File: src/rtl/pe_seq_pkg.sv
// Shared types and constants for the PE host sequencer: FSM states, PE config
// register map and stream lane geometry.
package pe_seq_pkg;

    typedef enum logic [2:0] {
        S_IDLE,
        S_LOAD_W,
        S_LOAD_A,
        S_CFG_K,
        S_CFG_IN,
        S_START,
        S_POLL,
        S_DRAIN
    } seq_state_t;

    localparam logic [3:0] REG_CTRL   = 4'd0;
    localparam logic [3:0] REG_STATUS = 4'd1;
    localparam logic [3:0] REG_KDIM   = 4'd2;
    localparam logic [3:0] REG_IDIM   = 4'd3;

    localparam int STATUS_DONE_BIT = 0;

    localparam int LANES  = 16;
    localparam int ACT_W  = 8;
    localparam int PSUM_W = 32;

endpackage

File: src/rtl/pe_seq_addr_gen.sv
// Nested three-level counter (inner fastest). Wraps every level back to zero on
// the advance that consumes the final position, so it is ready for the next phase.
module pe_seq_addr_gen #(
    parameter int W = 8
) (
    input  logic         clk,
    input  logic         rst_n,
    input  logic         init,
    input  logic         advance,
    input  logic [W-1:0] inner_lim,
    input  logic [W-1:0] mid_lim,
    input  logic [W-1:0] outer_lim,
    output logic [W-1:0] inner,
    output logic [W-1:0] mid,
    output logic [W-1:0] outer,
    output logic         inner_wrap,
    output logic         mid_wrap,
    output logic         last
);

    localparam logic [W-1:0] ONE = W'(1);

    logic outer_wrap;

    assign inner_wrap = (inner == inner_lim - ONE);
    assign mid_wrap   = (mid == mid_lim - ONE);
    assign outer_wrap = (outer == outer_lim - ONE);
    assign last       = inner_wrap && mid_wrap && outer_wrap;

    always_ff @(posedge clk or negedge rst_n) begin
        if (!rst_n) begin
            inner <= '0;
            mid   <= '0;
            outer <= '0;
        end else if (init) begin
            inner <= '0;
            mid   <= '0;
            outer <= '0;
        end else if (advance) begin
            if (inner_wrap) begin
                inner <= '0;
                if (mid_wrap) begin
                    mid   <= '0;
                    outer <= outer_wrap ? '0 : outer + ONE;
                end else begin
                    mid <= mid + ONE;
                end
            end else begin
                inner <= inner + ONE;
            end
        end
    end

endmodule

File: src/rtl/pe_host_sequencer.sv
// Autonomous host sequencer for pe_top: loads weights and activations, programs
// and starts the PE, polls for completion and streams the psum buffer out.
module pe_host_sequencer
    import pe_seq_pkg::*;
#(
    parameter int MAX_COUT     = 16,
    parameter int POLL_TIMEOUT = 100000,
    parameter int RES_AW       = 10
) (
    input  logic                    clk,
    input  logic                    rst_n,
    input  logic                    cmd_start,
    input  logic [3:0]              cfg_kh,
    input  logic [3:0]              cfg_kw,
    input  logic [7:0]              cfg_in_h,
    input  logic [7:0]              cfg_in_w,
    input  logic [4:0]              cfg_cout,
    output logic                    busy,
    output logic                    done,
    output logic                    err,
    input  logic                    s_valid,
    output logic                    s_ready,
    input  logic [LANES*ACT_W-1:0]  s_data,
    output logic                    wb_we,
    output logic [15:0]             wb_addr,
    output logic [LANES*ACT_W-1:0]  wb_data,
    output logic                    ab_we,
    output logic [15:0]             ab_addr,
    output logic [LANES*ACT_W-1:0]  ab_data,
    output logic                    pe_cfg_we,
    output logic [3:0]              pe_cfg_addr,
    output logic [31:0]             pe_cfg_wdata,
    input  logic [31:0]             pe_cfg_rdata,
    output logic [RES_AW-1:0]       res_addr,
    input  logic [LANES*PSUM_W-1:0] res_data,
    output logic                    m_valid,
    input  logic                    m_ready,
    output logic [LANES*PSUM_W-1:0] m_data,
    output logic                    m_last
);

    localparam int PCW = $clog2(POLL_TIMEOUT + 1);
    localparam logic [PCW-1:0] POLL_LAST = PCW'(POLL_TIMEOUT - 1);
    localparam logic [5:0]     COUT_MAX  = 6'(MAX_COUT);
    localparam logic [15:0]    W_STRIDE  = 16'(MAX_COUT);

    seq_state_t              state_reg;
    logic [3:0]              kh_reg, kw_reg;
    logic [7:0]              in_h_reg, in_w_reg;
    logic [4:0]              cout_reg;
    logic                    busy_reg, done_reg, err_reg;
    logic                    rd_pend_reg, m_valid_reg, m_last_reg;
    logic [PCW-1:0]          poll_cnt_reg;
    logic [LANES*PSUM_W-1:0] m_data_reg;

    logic        cfg_ok;
    logic [7:0]  out_h, out_w;
    logic [7:0]  lim_inner, lim_mid, lim_outer;
    logic        gen_init, gen_adv, gen_last;
    logic [7:0]  g_inner, g_mid, g_outer;
    logic [15:0] w_addr_calc, a_addr_calc;
    logic [1:0]  unused_wraps;
    logic        unused_rdata;

    assign cfg_ok = (cfg_kh != 4'd0) && (cfg_kw != 4'd0)
                 && ({4'd0, cfg_kh} <= cfg_in_h) && ({4'd0, cfg_kw} <= cfg_in_w)
                 && (cfg_cout != 5'd0) && ({1'b0, cfg_cout} <= COUT_MAX);

    assign out_h = in_h_reg - {4'd0, kh_reg} + 8'd1;
    assign out_w = in_w_reg - {4'd0, kw_reg} + 8'd1;

    // One counter serves every phase; only its limits change with the state.
    always_comb begin
        lim_inner = 8'd1;
        lim_mid   = 8'd1;
        lim_outer = 8'd1;
        case (state_reg)
            S_LOAD_W: begin
                lim_inner = {3'd0, cout_reg};
                lim_mid   = {4'd0, kw_reg};
                lim_outer = {4'd0, kh_reg};
            end
            S_LOAD_A: begin
                lim_inner = in_w_reg;
                lim_mid   = in_h_reg;
            end
            S_DRAIN: begin
                lim_inner = out_w;
                lim_mid   = out_h;
            end
            default: ;
        endcase
    end

    assign gen_init = (state_reg == S_IDLE);
    assign gen_adv  = (((state_reg == S_LOAD_W) || (state_reg == S_LOAD_A)) && s_valid)
                   || ((state_reg == S_DRAIN) && m_valid_reg && m_ready);

    pe_seq_addr_gen #(.W(8)) u_addr_gen (
        .clk        (clk),
        .rst_n      (rst_n),
        .init       (gen_init),
        .advance    (gen_adv),
        .inner_lim  (lim_inner),
        .mid_lim    (lim_mid),
        .outer_lim  (lim_outer),
        .inner      (g_inner),
        .mid        (g_mid),
        .outer      (g_outer),
        .inner_wrap (unused_wraps[0]),
        .mid_wrap   (unused_wraps[1]),
        .last       (gen_last)
    );

    assign w_addr_calc = ({8'd0, g_outer} * {12'd0, kw_reg} + {8'd0, g_mid}) * W_STRIDE
                       + {8'd0, g_inner};
    assign a_addr_calc = {8'd0, g_mid} * {8'd0, in_w_reg} + {8'd0, g_inner};

    assign s_ready  = (state_reg == S_LOAD_W) || (state_reg == S_LOAD_A);
    assign wb_we    = (state_reg == S_LOAD_W) && s_valid;
    assign wb_addr  = (state_reg == S_LOAD_W) ? w_addr_calc : 16'd0;
    assign wb_data  = (state_reg == S_LOAD_W) ? s_data : '0;
    assign ab_we    = (state_reg == S_LOAD_A) && s_valid;
    assign ab_addr  = (state_reg == S_LOAD_A) ? a_addr_calc : 16'd0;
    assign ab_data  = (state_reg == S_LOAD_A) ? s_data : '0;
    assign res_addr = (state_reg == S_DRAIN) ? RES_AW'(a_addr_calc) : '0;

    always_comb begin
        pe_cfg_we    = 1'b0;
        pe_cfg_addr  = REG_CTRL;
        pe_cfg_wdata = 32'd0;
        case (state_reg)
            S_CFG_K: begin
                pe_cfg_we    = 1'b1;
                pe_cfg_addr  = REG_KDIM;
                pe_cfg_wdata = {20'd0, kh_reg, 4'd0, kw_reg};
            end
            S_CFG_IN: begin
                pe_cfg_we    = 1'b1;
                pe_cfg_addr  = REG_IDIM;
                pe_cfg_wdata = {16'd0, in_h_reg, in_w_reg};
            end
            S_START: begin
                pe_cfg_we    = 1'b1;
                pe_cfg_wdata = 32'd1;
            end
            S_POLL:  pe_cfg_addr = REG_STATUS;
            default: ;
        endcase
    end

    assign unused_rdata = ^pe_cfg_rdata;

    always_ff @(posedge clk or negedge rst_n) begin
        if (!rst_n) begin
            state_reg    <= S_IDLE;
            kh_reg       <= '0;
            kw_reg       <= '0;
            in_h_reg     <= '0;
            in_w_reg     <= '0;
            cout_reg     <= '0;
            busy_reg     <= 1'b0;
            done_reg     <= 1'b0;
            err_reg      <= 1'b0;
            rd_pend_reg  <= 1'b0;
            m_valid_reg  <= 1'b0;
            m_last_reg   <= 1'b0;
            m_data_reg   <= '0;
            poll_cnt_reg <= '0;
        end else begin
            done_reg <= 1'b0;
            err_reg  <= 1'b0;
            case (state_reg)
                S_IDLE: begin
                    if (cmd_start && !done_reg) begin
                        kh_reg   <= cfg_kh;
                        kw_reg   <= cfg_kw;
                        in_h_reg <= cfg_in_h;
                        in_w_reg <= cfg_in_w;
                        cout_reg <= cfg_cout;
                        if (cfg_ok) begin
                            busy_reg  <= 1'b1;
                            state_reg <= S_LOAD_W;
                        end else begin
                            err_reg <= 1'b1;
                        end
                    end
                end
                S_LOAD_W: if (s_valid && gen_last) state_reg <= S_LOAD_A;
                S_LOAD_A: if (s_valid && gen_last) state_reg <= S_CFG_K;
                S_CFG_K:  state_reg <= S_CFG_IN;
                S_CFG_IN: state_reg <= S_START;
                S_START: begin
                    poll_cnt_reg <= '0;
                    state_reg    <= S_POLL;
                end
                S_POLL: begin
                    if (pe_cfg_rdata[STATUS_DONE_BIT]) begin
                        rd_pend_reg <= 1'b0;
                        state_reg   <= S_DRAIN;
                    end else if (poll_cnt_reg == POLL_LAST) begin
                        err_reg   <= 1'b1;
                        busy_reg  <= 1'b0;
                        state_reg <= S_IDLE;
                    end else begin
                        poll_cnt_reg <= poll_cnt_reg + 1'b1;
                    end
                end
                S_DRAIN: begin
                    // Issue address, wait one cycle for the buffer, capture, hold until taken.
                    if (m_valid_reg) begin
                        if (m_ready) begin
                            m_valid_reg <= 1'b0;
                            m_last_reg  <= 1'b0;
                            if (m_last_reg) begin
                                done_reg  <= 1'b1;
                                busy_reg  <= 1'b0;
                                state_reg <= S_IDLE;
                            end
                        end
                    end else if (rd_pend_reg) begin
                        m_data_reg  <= res_data;
                        m_valid_reg <= 1'b1;
                        m_last_reg  <= gen_last;
                        rd_pend_reg <= 1'b0;
                    end else begin
                        rd_pend_reg <= 1'b1;
                    end
                end
                default: state_reg <= S_IDLE;
            endcase
        end
    end

    assign busy    = busy_reg;
    assign done    = done_reg;
    assign err     = err_reg;
    assign m_valid = m_valid_reg;
    assign m_data  = m_data_reg;
    assign m_last  = m_last_reg;

endmodule

File: config.mk
export PLATFORM = sky130hd
export DESIGN_NAME = pe_host_sequencer
export DESIGN_NICKNAME = d
export VERILOG_FILES = /design/src/rtl/pe_seq_pkg.sv /design/src/rtl/pe_seq_addr_gen.sv /design/src/rtl/pe_host_sequencer.sv
export SDC_FILE = /design/constraint.sdc
export NUM_CORES = 1
export LEC_CHECK = 0
export BUFFER_PORTS_ARGS = -buffer_cell sky130_fd_sc_hd__clkbuf_2
export CORE_AREA = 2 2 617 619
export CTS_CLUSTER_SIZE = 30
export DETAILED_ROUTE_END_ITERATION = 12
export DIE_AREA = 0 0 619 621
export SYNTH_ARGS = -nofsm -noshare
export SYNTH_HDL_FRONTEND = slang
export SYNTH_SLANG_ARGS = --single-unit
File: constraint.sdc
create_clock -name clk -period 10.6 [get_ports clk]
set_clock_uncertainty 0.15 [all_clocks]
set_input_delay 1.06 -clock clk [delete_from_list [all_inputs] [get_ports clk]]
set_output_delay 1.06 -clock clk [all_outputs]
set_load 0.05 [all_outputs]
==> results.txt, run 1 <==
Detailed Place HPWL -> 242700 µm
Data arrival, critical path -> 6.38 ns
Nature of the critical path endpoint -> output pin
Root cell of the clock tree -> sky130_fd_sc_hd__clkbuf_16
Ratio of cells with drive above 1 in the final layout -> 54.62%
Crit share post-route -> 71.63%
Highest clock frequency the design can meet -> 131.7 MHz
CTS clk-pin slew, worst paths -> 0.07 ns
Total grt overflow -> 0
Headroom to the max-slew limit -> 28.79%
Startpoint-to-endpoint class of the critical path -> flop to output pin
Worst Path Required -> 9.39 ns
Cell Pwr Density -> 444.7 nW/µm²
Wirelength, routed -> 274400 µm
Total core area -> 377800 µm²
Area added between synthesis and finish -> 54.83%
Asr flop ratio synth -> 100.0%
Number of sinks handled by clock tree synthesis -> 591
Most numerous cell types in the synthesized netlist -> sky130_fd_sc_hd__dfrtp_1, sky130_fd_sc_hd__mux2_2, sky130_fd_sc_hd__and2_1
Initial antenna violation count -> 205
Library cell with the highest instance count after synthesis -> sky130_fd_sc_hd__dfrtp_1
Number of enable flip-flop cells after synthesis -> 0
DR WL/cell -> 29.81 µm
Cell area after placement -> 43990 µm²
Kind of launch point of the worst setup path -> flop
Count of input and output buffers -> 1511
Finished layout cell area -> 47170 µm²
Total I/O pin count -> 1561
Static Leakage -> 21.77 nW
Remaining antenna violation count -> 0
Util after Layout -> 12.49%
Startpoint of the worst register-to-register path -> in_w_reg[1]
Slew Limit Fails -> 0
Die Footprint -> 384400 µm²
Worst setup slack after layout -> 3.007 ns
Clock buffers created by TritonCTS -> 83
Number of instances resized during post-cts repair -> 0
Detailed Routing Iterations Pass 1 -> 5
Source-to-sink clock delay at the later pin of the worst-skew pair -> 0.70 ns
Ys flop type -> sky130_fd_sc_hd__dfrtp_1
Buffer levels on the longest clock path -> 3
Vertical die dimension -> 621 µm
Distinct cells, synth -> 84
Final count of negative-setup-slack endpoints -> 0
Vias in the first global route -> 26868
Critical path origin -> in_w_reg[1]
Sequential cell area fraction in the yosys report -> 48.55%
Post-Place Worst Slack -> 3.637 ns
H-tree levels -> 3
# hold bufs at CTS -> 0
Cell count after synthesis -> 2557
Class of the tightest hold or removal check -> input pin to async pin
Initial DRC Count -> 1733
Max FFs per register -> 512
Num rows -> 226
First-pass GRT wire length -> 335900 µm
Clock tree from TritonCTS -> yes
Run status -> complete, no violations
Starting Density -> 8.064%
Max-cap violations -> 0
Largest cells by area after synthesis -> sky130_fd_sc_hd__dfrtp_1, sky130_fd_sc_hd__mux2_2, sky130_fd_sc_hd__and2_1
Aggregate negative setup slack -> 0 ns
Max rail drop VDD -> 645.6 µV
DRC violations left -> 0
RSZ-0062 raised after global routing -> no
# nets final -> 4907
Crit path max fanout -> 11
Warning count from the yosys run -> 0
Die W -> 619 µm
Number of synthesized register bits -> 591
Final min period -> 7.593 ns
Post-CTS setup repair buffer count -> 0
Cell type with the highest aggregate area in the netlist -> sky130_fd_sc_hd__dfrtp_1
Maximum number of pins on one net before global-route repair -> 136
Combined area of all synthesized cells -> 30460 µm²
Top-area cell type share of the netlist area -> 48.55%
All-Layer GR Usage -> 13.86%
Vias per cell -> 2.950
Transition time at the pin with the least slew margin -> 1.068 ns
Final-report hold violation count -> 0
Routability-driven placement congestion ratio -> 0.9807
Post-Synthesis Mean Instance Area -> 11.91 µm²
Via count of the routed design -> 27157
Overall power -> 0.02097 W
critical path: stages (launching register included):
cell and delay (ns):
sky130_fd_sc_hd__dfrtp_1 0.68, sky130_fd_sc_hd__nand2_1 0.15, sky130_fd_sc_hd__fa_1 0.50, sky130_fd_sc_hd__fa_1 0.52, sky130_fd_sc_hd__inv_1 0.04, sky130_fd_sc_hd__ha_1 0.26, sky130_fd_sc_hd__inv_1 0.05, sky130_fd_sc_hd__fa_1 0.53
sky130_fd_sc_hd__inv_1 0.07, sky130_fd_sc_hd__fa_1 0.45, sky130_fd_sc_hd__a21o_1 0.17, sky130_fd_sc_hd__a21oi_1 0.28, sky130_fd_sc_hd__o21bai_1 0.10, sky130_fd_sc_hd__a21oi_1 0.29, sky130_fd_sc_hd__o21bai_1 0.10, sky130_fd_sc_hd__a21oi_1 0.22
sky130_fd_sc_hd__o21ai_0 0.17, sky130_fd_sc_hd__o41ai_1 0.35, sky130_fd_sc_hd__xnor2_1 0.13, sky130_fd_sc_hd__nor2_1 0.11, sky130_fd_sc_hd__clkbuf_2 0.48
power breakdown:
group / switching (W) / leakage [nW] / internal, W
clock: 0.00130 / 1.41 / 0.00182
sequential: 0.000909 / 7.28 / 0.00331
combinational: 0.0102 / 13.1 / 0.00347
cell usage in the layout (no fill, tap or decap), drive strengths merged, types with 66 or more instances in the layout:
cell type  synthesis  layout
clkbuf           116    1615
dfrtp            591     591
mux2             537     537
and2             322     322
inv              154     160
nor2             109     109
nand2            102     102
ha                95      95
diode              0      89
fa                66      66
path summary, 6_finish.rpt:
check	endpoint	slack [ns]	depth (start not counted)
setup / recovery	ab_addr[15]	3.01	20
hold / removal	m_data[51]	0.17	1
setup reg to reg	u_addr_gen.mid[0]	5.48	16
hold reg to reg	cout_reg[0]	0.35	1
max in group asynchronous	m_data[96]	7.87	3
min in group clk	cout_reg[0]	0.35	1
cells by family (layout without fill, tap and decap cells):
| logic type | count (synthesis) | in the layout | share of synthesized area [%] |
|---|---|---|---|
| and+or+nand+nor | 692 | 692 | 12.61 |
| DFF | 591 | 591 | 48.55 |
| muxes | 540 | 540 | 19.95 |
| buffers and inverters | 309 | 1836 | 4.107 |
| AOI/OAI and AO/OA | 190 | 190 | 4.370 |
| adders and majority gates | 161 | 161 | 8.239 |
| xor gates and xnor gates | 73 | 73 | 2.169 |
| other | 1 | 107 | 0.01231 |
metal layers:
metal | vias to the layer above | GRT usage, % | routed length, µm
met4 | 28 | 5.069 | 11650
met3 | 411 | 5.007 | 22880
li1 | 11732 | - | -
met1 | 13654 | 13.55 | 92350
met5 | - | 0 | 172
met2 | 1332 | 26.35 | 147400
cell type report:
cell class                      instances  area [µm²]
Clock inverter                         41       714.4
Sequential cell                       591       14790
Antenna cell                           89       222.7
Timing Repair Buffer                 1535        7802
Multi-Input combinational cell       1674       14540
Inverter                              155       581.8
Clock buffer                          105        2240
Tap cell                             5016        6276
Fill cell                           43321      330600
per-stage QoR:
stage,hold slack [ns],cells
3_3_place_gp,0.3328,8971
4_1_cts,0.1320,9117
3_5_place_dp,0.3418,8971
5_1_grt,0.1703,9147
6_report,0.1713,9206
2_1_floorplan,0.3206,2574
No activity file was read; power rests on OpenSTA's default activity.
==> inputs of run 2 (changes only) <==
--- a/config.mk
+++ b/config.mk
@@ -6,10 +6,10 @@
 export NUM_CORES = 1
 export LEC_CHECK = 0
 export BUFFER_PORTS_ARGS = -buffer_cell sky130_fd_sc_hd__clkbuf_2
-export CORE_AREA = 2 2 617 619
+export CORE_AREA = 2 2 602 604
 export CTS_CLUSTER_SIZE = 30
 export DETAILED_ROUTE_END_ITERATION = 12
-export DIE_AREA = 0 0 619 621
+export DIE_AREA = 0 0 604 606
 export SYNTH_ARGS = -nofsm -noshare
 export SYNTH_HDL_FRONTEND = slang
 export SYNTH_SLANG_ARGS = --single-unit
==> constraint.sdc (replaced) <==
create_clock -name clk -period 6.8 [get_ports clk]
set_clock_uncertainty 0.15 [all_clocks]
set_input_delay 0.68 -clock clk [delete_from_list [all_inputs] [get_ports clk]]
set_output_delay 0.68 -clock clk [all_outputs]
set_load 0.05 [all_outputs]
==> results.txt, run 2 (same netlist as run 1, synthesis figures left out) <==
Run status -> complete, no violations
Maximum number of pins on one net before global-route repair -> 152 (+12%)
Worst setup slack after layout -> 0.3685 ns (-2.639 ns)
Finished layout cell area -> 50040 µm² (+6.1%)
Detailed Place HPWL -> 231400 µm (-4.6%)
Wirelength, routed -> 261400 µm (-4.7%)
Critical path's most frequent cell -> sky130_fd_sc_hd__fa_1
Nature of the critical path endpoint -> output pin
FF+latch area -> 14790 µm² (about the same)
Buffer levels on the longest clock path -> 3 (unchanged)
Vias in the first global route -> 27449 (+2.2%)
Final count of negative-setup-slack endpoints -> 0 (unchanged)
H-tree levels -> 3 (unchanged)
Placed cells -> 8761 (-2.3%)
Crit share post-route -> 94.58%
Die Footprint -> 366000 µm² (-4.8%)
Worst Min Path Start -> res_data[502]
Detailed Routing Iterations Pass 1 -> 5 (unchanged)
All-Layer GR Usage -> 13.68% (-0.19 points)
Ratio of cells with drive above 1 in the final layout -> 51.32% (-3.3 points)
Count of input and output buffers -> 1511 (unchanged)
Hold path cells -> 2
RSZ-0062 raised after global routing -> no
Critical-path top delay cell -> sky130_fd_sc_hd__fa_1
Initial DRC Count -> 2331 (+35%)
Data arrival, critical path -> 5.60 ns (-0.78 ns)
# nets final -> 5220 (+6.4%)
Aggregate negative setup slack -> 0 ns (unchanged)
DRC violations left -> 0 (unchanged)
Crit path max fanout -> 7 (-4)
Number of filler cells placed in the layout -> 40881 (-5.6%)
Total I/O pin count -> 1561 (unchanged)
Worst path max stage delay -> 0.55 ns (-0.13 ns)
Post-Place Worst Slack -> 0.5793 ns (-3.058 ns)
Final cell count without fillers -> 9295 (+0.97%)
Via count of the routed design -> 28991 (+6.8%)
Worst Path Required -> 5.97 ns (-3.42 ns)
Most common library cell in the layout ignoring fill and taps -> sky130_fd_sc_hd__clkbuf_2
Area of the multi-input gates -> 14570 µm² (+0.22%)
Cell area after placement -> 43860 µm² (-0.30%)
Max FFs per register -> 512 (unchanged)
Clock buffers created by TritonCTS -> 79 (-4.8%)
Transition time at the pin with the least slew margin -> 1.197 ns (+0.1291 ns)
Final min period -> 6.432 ns
Die W -> 604 µm (-2.4%)
Family with the most delay on the worst path -> adder cells
Total grt overflow -> 0 (unchanged)
Vias per cell -> 3.119 (+5.7%)
Static Leakage -> 23.11 nW (+6.2%)
Source-to-sink clock delay at the later pin of the worst-skew pair -> 0.69 ns (about the same)
First-pass GRT wire length -> 319300 µm (-4.9%)
Number of sinks handled by clock tree synthesis -> 591 (unchanged)
Length in cells of the worst reg-to-reg path -> 17 (+1)
Root cell of the clock tree -> sky130_fd_sc_hd__clkbuf_16
CTS clk-pin slew, worst paths -> 0.06 ns (about the same)
Max-cap violations -> 0 (unchanged)
Setup slack of the most critical reg-to-reg path -> 1.68 ns (-3.80 ns)
Cell Pwr Density -> 653.9 nW/µm² (+47%)
Final-report hold violation count -> 0 (unchanged)
Routability-driven placement congestion ratio -> 1.019 (+3.9%)
Initial antenna violation count -> 228 (+11%)
Clock tree from TritonCTS -> yes
Max rail drop VDD -> 1185 µV (+84%)
Remaining antenna violation count -> 0 (unchanged)
Slew Limit Fails -> 0 (unchanged)
Worst r2r dst -> u_addr_gen.mid[0]
Cell breakdown of the critical path -> buf_4 > nand2_1 > fa_1 > fa_1 > fa_1 > fa_1 > inv_1 > ha_1 > inv_1 > o21bai_1 > a21oi_1 > o21bai_1 > a21oi_1 > o21ai_0 > nor2_1 > xor2_1 > nor2_1 > clkbuf_2
Startpoint-to-endpoint class of the critical path -> flop to output pin
Num rows -> 221 (-2.2%)
Starting Density -> 8.455% (+0.39 points)
Top library cells by usage in the layout, fill and taps aside -> sky130_fd_sc_hd__clkbuf_2, sky130_fd_sc_hd__dfrtp_1, sky130_fd_sc_hd__mux2_2
Area added between synthesis and finish -> 64.24%
Startpoint of the worst register-to-register path -> in_w_reg[1]
Hold Path End -> m_data[502]
Vertical die dimension -> 606 µm (-2.4%)
Headroom to the max-slew limit -> 20.18% (-8.6 points)
Class of the tightest hold or removal check -> input pin to flop
Buffering stage count on the worst path with inverters included -> 4 (unchanged)
DR WL/cell -> 28.12 µm (-5.7%)
Critical path origin -> in_w_reg[0]
Kind of launch point of the worst setup path -> flop
Highest clock frequency the design can meet -> 155.5 MHz
Total core area -> 360300 µm² (-4.6%)
-- run 2: area by class of cell --
cell class / instances / area share (%)
flip-flops and latches: 591 / 29.57
multi-input cells: 1674 / 29.12
diodes: 84 / 0.4201
clock buffers: 107 / 4.481
well taps: 4794 / 11.99
clock inverters: 38 / 1.273
inverters: 155 / 1.163
repair buffers: 1852 / 21.98
-- run 2: where the power goes --
part	switching [W]	leakage, nW	internal, W
Clock	0.00196	1.39	0.00274
Combinational	0.0160	14.4	0.00564
Sequential	0.00125	7.27	0.00516
-- run 2: worst max path at each step --
stage,slack [ns],to,cells after the start
after floorplan,0.79,ab_addr[15],20
after global placement,0.54,ab_addr[15],20
after detailed placement,0.58,ab_addr[15],20
after CTS,0.006,ab_addr[15],20
after global routing,0.01,ab_addr[12],18
final,0.37,ab_addr[12],18
-- run 2: routing by layer --
metal | share of wire [%] | global-route usage, %
met1 | 36 | 14.87
met2 | 49 | 23.66
met3 | 9.5 | 5.270
met4 | 4.8 | 5.655
met5 | 0.12 | 0.2744
-- run 2: worst register-to-register path, stage by stage (launching register included) --
cell and delay (ns):
sky130_fd_sc_hd__dfrtp_2 0.46, sky130_fd_sc_hd__buf_4 0.18, sky130_fd_sc_hd__inv_1 0.12, sky130_fd_sc_hd__ha_1 0.24, sky130_fd_sc_hd__inv_1 0.06, sky130_fd_sc_hd__ha_1 0.17
sky130_fd_sc_hd__inv_1 0.06, sky130_fd_sc_hd__fa_1 0.48, sky130_fd_sc_hd__and4b_1 0.20, sky130_fd_sc_hd__a211oi_1 0.63, sky130_fd_sc_hd__nand4_1 0.27, sky130_fd_sc_hd__a221oi_2 0.25
sky130_fd_sc_hd__a21oi_1 0.11, sky130_fd_sc_hd__or3_1 0.34, sky130_fd_sc_hd__and4_4 0.24, sky130_fd_sc_hd__o21ai_4 0.45, sky130_fd_sc_hd__nor2_1 0.28, sky130_fd_sc_hd__mux2_2 0.32
-- run 2: per-stage QoR --
stage / utilization [%] / total power, W / hold slack [ns]
final: 13.89 / 0.03272 / 0.08056
after global routing: 13.86 / 0.03457 / 0.01718
after CTS: 13.81 / 0.03328 / 0.00001132
after detailed placement: 12.17 / 0.02811 / 0.3445
after global placement: 12.17 / 0.02808 / 0.3378
after floorplan: - / 0.01973 / 0.2344
-- run 2: repair_timing --
action / 4_1_cts / 5_1_grt
resized for setup: 3 / 10
endpoints found under the hold margin: 355 / 0
hold buffers: 302 / 0
setup buffers: 0 / 3
pin swaps: 0 / 1
setup endpoints to repair: 1 / 4
